[config.mk]
export PLATFORM = sky130hd
export DESIGN_NAME = pc_next_unit
export DESIGN_NICKNAME = d
export VERILOG_FILES = /design/src/rtl/pc_next_unit.sv
export SDC_FILE = /design/constraint.sdc
export NUM_CORES = 1
export LEC_CHECK = 0
export ABC_AREA = 1
export ABC_CLOCK_PERIOD_IN_PS = 2100
export BUFFER_PORTS_ARGS = -buffer_cell sky130_fd_sc_hd__clkbuf_2
export CAP_MARGIN = 20
export CORE_ASPECT_RATIO = 0.7
export CORE_MARGIN = 1
export CORE_UTILIZATION = 28
export CTS_CLUSTER_DIAMETER = 40
export DETAILED_ROUTE_END_ITERATION = 10
export SYNTH_ARGS = -nofsm -noshare
export SYNTH_HDL_FRONTEND = slang
export SYNTH_SLANG_ARGS = --single-unit
[constraint.sdc]
create_clock -name clk -period 2.1 [get_ports clk]
set_input_delay 0.21 -clock clk [delete_from_list [all_inputs] [get_ports clk]]
set_output_delay 0.21 -clock clk [all_outputs]
set_load 0.005 [all_outputs]
[src/rtl/pc_next_unit.sv]
// Fetch-stage PC register with sequential/branch/jalr targets and a one-entry redirect buffer that holds a redirect across stall.
// Redirects land on pc one cycle later (or one cycle after stall drops); PC_MISALIGN_TRAP_EN rejects targets with bit1 set.
module pc_next_unit #(
  parameter int               WIDTH        = 32,
  parameter logic [WIDTH-1:0] RESET_VECTOR = '0,
  parameter logic [WIDTH-1:0] INC          = WIDTH'(4)
) (
  input  logic             clk,
  input  logic             reset,
  input  logic             stall,
  input  logic [1:0]       sel,
  input  logic [WIDTH-1:0] imm,
  input  logic [WIDTH-1:0] rs1,
  output logic [WIDTH-1:0] pc,
  output logic [WIDTH-1:0] pc_plus_inc,
  output logic [WIDTH-1:0] target,
  output logic             redirect_pending,
  output logic             misalign
);

  typedef enum logic [1:0] {
    SEL_SEQ  = 2'b00,
    SEL_BR   = 2'b01,
    SEL_JALR = 2'b10,
    SEL_HOLD = 2'b11
  } sel_t;

  sel_t             sel_mode;
  logic [WIDTH-1:0] br_tgt;
  logic [WIDTH-1:0] jalr_sum;
  logic [WIDTH-1:0] jalr_tgt;
  logic [WIDTH-1:0] pending_target;
  logic             is_redirect;
  logic             tgt_bad;

  logic [WIDTH-1:0] pc_d;
  logic [WIDTH-1:0] pending_target_d;
  logic             redirect_pending_d;
  logic             misalign_d;

  assign sel_mode    = sel_t'(sel);
  assign pc_plus_inc = pc + INC;
  assign br_tgt      = pc + imm;
  assign jalr_sum    = rs1 + imm;
  // bit0 is cleared after the add, not on the operands
  assign jalr_tgt    = {jalr_sum[WIDTH-1:1], 1'b0};
  assign is_redirect = (sel_mode == SEL_BR) || (sel_mode == SEL_JALR);

  always_comb begin
    target = pc_plus_inc;
    case (sel_mode)
      SEL_BR:   target = br_tgt;
      SEL_JALR: target = jalr_tgt;
      default:  target = pc_plus_inc;
    endcase
  end

`ifdef PC_MISALIGN_TRAP_EN
  assign tgt_bad = is_redirect && target[1];
`else
  assign tgt_bad = 1'b0;
`endif

  always_comb begin
    pc_d               = pc;
    pending_target_d   = pending_target;
    redirect_pending_d = redirect_pending;
    misalign_d         = 1'b0;
    if (stall) begin
      if (is_redirect) begin
        if (tgt_bad) begin
          misalign_d = 1'b1;
        end else begin
          // latest redirect overwrites any older buffered one
          pending_target_d   = target;
          redirect_pending_d = 1'b1;
        end
      end
    end else if (redirect_pending) begin
      // buffered redirect belongs to an older instruction, so sel is ignored
      pc_d               = pending_target;
      redirect_pending_d = 1'b0;
    end else begin
      case (sel_mode)
        SEL_SEQ:  pc_d = pc_plus_inc;
        SEL_BR,
        SEL_JALR: begin
          if (tgt_bad) misalign_d = 1'b1;
          else         pc_d = target;
        end
        default:  pc_d = pc;
      endcase
    end
  end

  always_ff @(posedge clk) begin
    if (reset) begin
      pc               <= RESET_VECTOR;
      pending_target   <= '0;
      redirect_pending <= 1'b0;
    end else begin
      pc               <= pc_d;
      pending_target   <= pending_target_d;
      redirect_pending <= redirect_pending_d;
    end
  end

`ifdef PC_MISALIGN_TRAP_EN
  always_ff @(posedge clk) begin
    if (reset) misalign <= 1'b0;
    else       misalign <= misalign_d;
  end
`else
  assign misalign = 1'b0;
  logic unused_misalign_d;
  assign unused_misalign_d = misalign_d;
`endif

endmodule

==> results of run 1 <==
==> cells in the final DEF, fill, tap and decap left out, drive strengths merged, types with 2 or more instances in the layout <==
cell      count
o21bai        4
clkinv        5
or2          11
and3          3
nand2       658
o21ai        70
nor3         21
nand3b       11
inv         337
clkinvlp      2
and2          4
a31oi         3
clkbuf      147
fa            2
xnor2        13
nor2        115
a21oi       135
ha           65
dfxtp        65
xor2         16
nand4        13
a211oi        2
buf         310
a221oi        2
nand3       115
==> kinds of logic (layout without fill, tap and decap cells) <==
logic type | after synthesis | in the layout | share of synthesized area (%)
and+or+nand+nor | 952 | 952 | 44.27
buffers and inverters | 380 | 802 | 15.97
AOI/OAI and AO/OA | 220 | 220 | 12.71
adders and majority gates | 67 | 67 | 9.453
DFF | 65 | 65 | 14.41
xor gates and xnor gates | 29 | 29 | 3.146
other | 1 | 1 | 0.04154
==> cell type report <==
| class | count | area share [%] |
|---|---|---|
| repair buffers | 446 | 23.22 |
| inverters | 340 | 8.741 |
| clock buffers | 11 | 1.583 |
| flip-flops and latches | 65 | 9.243 |
| well taps | 420 | 3.575 |
| multi-input cells | 1269 | 53.26 |
| clock inverters | 5 | 0.3830 |
==> per-stage QoR <==
stage,utilization [%],power [mW],TNS (ps),setup WS [ps]
floorplan,-,2.956,-24.89,-24.89
global placement,38.25,4.286,-14570,-377.8
detailed placement,38.25,4.309,-15820,-375.1
CTS,43.83,6.217,-20170,-534.1
global route,46.79,6.958,-28870,-627.5
finish,46.79,6.542,-20120,-524.4
==> power by group <==
| part | internal [mW] | switching, mW | leakage, nW |
|---|---|---|---|
| Clock | 0.917 | 0.600 | 0.139 |
| Sequential | 1.34 | 0.0874 | 0.545 |
| Combinational | 1.57 | 2.03 | 7.59 |
==> worst max-delay path, delay by kind of cell (launching register included) <==
family / cells / cell delay, ps
flip-flops: 1 / 350
AND/OR/NAND/NOR: 8 / 740
adder cells (fa/ha/maj): 2 / 490
buffers and inverters: 5 / 480
==> flip-flops by register name, indices dropped and copies added (netlist names) <==
register          count
pc                   32
pending_target       32
redirect_pending      1
==> per-layer routing <==
metal	wire, µm	vias up
li1	-	6121
met4	481	0
met2	17210	452
met1	19690	5533
met5	0	-
met3	2946	34
==> final timing paths <==
kind                             startpoint                             end  slack (ps)  depth (start not counted)
max reg2reg              pc[6]$_SDFFE_PP0P_             pc[22]$_SDFFE_PP0P_        -240                         16
min reg2reg  pending_target[4]$_SDFFE_PP0P_  pending_target[4]$_SDFFE_PP0P_         530                          2
min                                   stall   redirect_pending$_SDFFE_PP0N_         190                          3
max                      pc[0]$_SDFFE_PP0P_                      target[26]        -520                         15
==> what timing repair did <==
action                                  in CTS  in global routing
endpoints found under the setup margin     103                106
resized for setup                          279                221
pin swaps                                   91                 98
setup buffers                               33                 32
gates cloned                                 0                  0
==> flow_metrics.tcl, run 1 <==
set metrics [dict create \
    status "complete, but fails checks" \
    violations "negative setup slack" \
    yosysSeqAreaShare_pct 14.41 \
    routedWlPerCell_um 15.78 \
    syn_to_final_growth_pct 62.84 \
    timing.hold.ws_ps 187.2 \
    drv_cap 0 \
    grt_pass1_wl_um 60930 \
    wirelength_um 40330 \
    async_reset_ff_share_pct 0 \
    insertion_delay_ps 350 \
    drtIter0Drc 1000 \
    synthTopCellsByCount "651 x nand2_1, 337 x inv_1, 132 x a21oi_1" \
    hold_class "input port to flip-flop" \
    portBuffers 165 \
    stdcell_area_um2 14700 \
    synth_edf_count 0 \
    crit_chain "ha_4 > inv_2 > fa_2 > inv_4 > buf_6 > nand3_2 > nand3b_1 > buf_6 > nand2_4 > nand3b_1 > nand3_1 > nand2_2 > nand2_2 > nand2_1 > clkbuf_2" \
    finalCritPeriodShare_pct 125.0 \
    diodes 0 \
    syn_inst 1714 \
    grt_max_degree 60 \
    rsz0062_at_grt "true" \
    finalSetupViolations 76 \
    cts_buffers 9 \
    core_region_area_um2 31420 \
    crit_required_ps 1890 \
    yosysUniqueCellTypes 45 \
    drive_above_1_share_pct 36.80 \
    final-hold-violation-count 0 \
    crit_type "flip-flop to primary output" \
    cts_hold_buf 0 \
    slowest_delay_ps 350 \
    std_cell_rows 54 \
    startpoint_type "flip-flop" \
    synth_nets 1850 \
    ys_ff_latch 65 \
    hpwl_um 32000 \
    dpl_cell_area_um2 12020 \
    multiInputGateArea_um2 7829 \
    num_io_pins 167 \
    relSlewSlack_pct 58.46 \
    use_met3_pct 3.114 \
    start_util_pct 28.73 \
    final_nets 2267 \
    clock_sinks 65 \
    grt_use_total_pct 23.60 \
    synth_area_leaders "nand2_1 27%, dfxtp_1 14%, inv_1 14%, ha_1 9.0%, a21oi_1 7.3%" \
    met1_usage_pct 35.47 \
    fp.dieArea_um2 32970 \
    yosysWarnings 0 \
    end_kind "primary output" \
    critPathArrivalTime_ps 2410 \
    n_fill_cell 3245 \
    grt_pass1_vias 10886 \
    clockBufferDepth 2 \
    placedCellCount 2488 \
    seq_area_um2 1359 \
    slew_viol_final 0 \
    ys.flop_type "dfxtp_1" \
    worst_pin_slew_ps 623.1 \
    stdcell_count 2556 \
    path_max_fanout 4 \
    netlist.top_cell.by_area "nand2_1" \
    via_per_inst 4.750 \
    cts-root-buf "clkbuf_16" \
    skew_ps 11.58 \
    route.detailed.drc 0 \
    gr-usage-met2_pct 36.03 \
    busiest_layer "met2" \
    antenna_left 0 \
    clk_pin_slew_ps 60 \
    vias 12140 \
    die_w_um 216.6 \
    vdd_drop_max_mv 0.4194 \
    layout_min_cycle_time_ps 2624 \
    max_freq_ghz 0.3810 \
    yosys.cell_count.top_type "nand2_1" \
    syn_area_per_cell_um2 5.267 \
    gp_congestion 0.9273 \
    cts_max_level 3 \
    p_leak_nw 8.279 \
    power_density_nw_per_um2 445.0 \
    synth_area_um2 9027 \
    yosys.area.top_type_share_pct 27.07 \
    drt-pass1-iter-count 5 \
    crit_slowest_cell "dfxtp_2" \
    dieHeight_um 152.2 \
    layout_setup_ws_ps -524.4 \
    grt_overflow 0 \
    cts_tree "built" \
    antenna_found_initial 0 \
]
Power figures use the tool's default switching activity.
==> inputs of run 2 (changes only) <==
Settings changed: RECOVER_POWER set to 50.
==> flow_metrics.tcl, run 2 (synthesis results as in run 1) <==
set metrics [dict create \
    layout_min_cycle_time_ps 2624 \
    clockBufferDepth 2 \
    layout_setup_ws_ps -524.4 \
    n_fill_cell 3246 \
    finalCritPeriodShare_pct 125.0 \
    final_nets 2267 \
    via_per_inst 4.754 \
    finalSetupViolations 76 \
    cts_max_level 3 \
    startpoint_type "flip-flop" \
    largest_registers "pc: 32 flops, pending_target: 32 flops, redirect_pending: 1 flops" \
    slew_viol_final 0 \
    power_density_nw_per_um2 445.0 \
    violations "negative setup slack" \
    status "complete, but fails checks" \
    gp_congestion 0.9273 \
    end_kind "primary output" \
    dieHeight_um 152.2 \
    final_common_cell "nand2_1" \
    start_util_pct 28.73 \
    placedCellCount 2488 \
    route.detailed.drc 0 \
    timing.hold.ws_ps 187.2 \
    drv_cap 0 \
    antenna_left 0 \
    hold_class "input port to flip-flop" \
    crit_required_ps 1890 \
    p_leak_nw 8.276 \
    clk_pin_slew_ps 60 \
    drive_above_1_share_pct 36.75 \
    cts_buffers 9 \
    max_freq_ghz 0.3810 \
    clock_sinks 65 \
    cts_hold_buf 0 \
    grt_max_degree 60 \
    cts-root-buf "clkbuf_16" \
    cts_tree "built" \
    core_region_area_um2 31420 \
    insertion_delay_ps 350 \
    pre_cts_slack_ps -375.1 \
    rsz0062_at_grt "true" \
    grt_overflow 0 \
    mostFrequentLayoutCells "539 x nand2_1, 330 x inv_1, 211 x buf_4" \
    final-hold-violation-count 0 \
    stdcell_count 2556 \
    crit_type "flip-flop to primary output" \
    grt_pass1_vias 10886 \
    diodes 0 \
    num_io_pins 167 \
    total_power_mw 6.541 \
    vias 12151 \
    drtIter0Drc 1002 \
    die_w_um 216.6 \
    grt_use_total_pct 23.60 \
    hpwl_um 32000 \
    skew_ps 11.58 \
    path_max_fanout 4 \
    antenna_found_initial 0 \
    wirelength_um 40320 \
    drt-pass1-iter-count 5 \
    std_cell_rows 54 \
    syn_to_final_growth_pct 62.83 \
    fp.dieArea_um2 32970 \
    grt_pass1_wl_um 60930 \
    vdd_drop_max_mv 0.4194 \
    critPathArrivalTime_ps 2410 \
    portBuffers 165 \
    worst_pin_slew_ps 621.1 \
    routedWlPerCell_um 15.77 \
    relSlewSlack_pct 58.59 \
]
==> run 2: repair_timing <==
action	in CTS	in global routing
setup buffers	33	32
endpoints found under the setup margin	103	106
resized for setup	279	221
endpoints found under the hold margin	0	0
pin swaps	91	98
==> run 2: layout make-up <==
| class | count | area [µm²] | share of cell area (%) |
|---|---|---|---|
| Timing Repair Buffer | 446 | 3412 | 23.21 |
| Sequential cell | 65 | 1359 | 9.244 |
| Inverter | 340 | 1285 | 8.742 |
| Clock buffer | 11 | 232.7 | 1.583 |
| Multi-Input combinational cell | 1269 | 7829 | 53.26 |
| Clock inverter | 5 | 56.30 | 0.3830 |
| Tap cell | 420 | 525.5 | 3.575 |
==> run 2: final timing paths <==
path	start	endpoint	slack, ps	cells past startpoint
worst max-delay path	pc[0]$_SDFFE_PP0P_	target[26]	-520	15
worst min-delay path	stall	redirect_pending$_SDFFE_PP0N_	190	3
worst max register to register	pc[6]$_SDFFE_PP0P_	pc[22]$_SDFFE_PP0P_	-240	16
worst min register to register	pending_target[4]$_SDFFE_PP0P_	pending_target[4]$_SDFFE_PP0P_	530	2
==> run 2: per-layer routing <==
layer	track usage [%]	vias up	part of all wire (%)
li1	-	6122	-
met1	35.47	5530	49
met2	36.03	465	43
met3	3.114	34	7.4
met4	3.353	0	1.2
met5	0	-	0
==> run 2: power by group <==
group          switching [mW]  internal, mW  total, mW  leakage, nW
clock                   0.600         0.917       1.52        0.139
sequential             0.0874          1.34       1.43        0.545
combinational            2.03          1.57       3.60         7.59
==> run 2: critical path, stage by stage, from the launching register on <==
cell      delay, ps
dfxtp_2         350
ha_4            140
inv_2            30
fa_2            350
inv_4           100
buf_6            90
nand3_2          70
nand3b_1        150
buf_6           150
nand2_4          50
nand3b_1         90
nand3_1          90
nand2_2         130
nand2_2          80
nand2_1          80
clkbuf_2        110
==> run 2: stage by stage <==
stage                     setup TNS, ps  instance area [µm²]  util [%]
after floorplan                  -24.89                 9037         -
after global placement           -14570                12020     38.25
after detailed placement         -15820                12020     38.25
after CTS                        -20170                13770     43.83
after global routing             -28870                14700     46.79
final                            -20100                14700     46.79
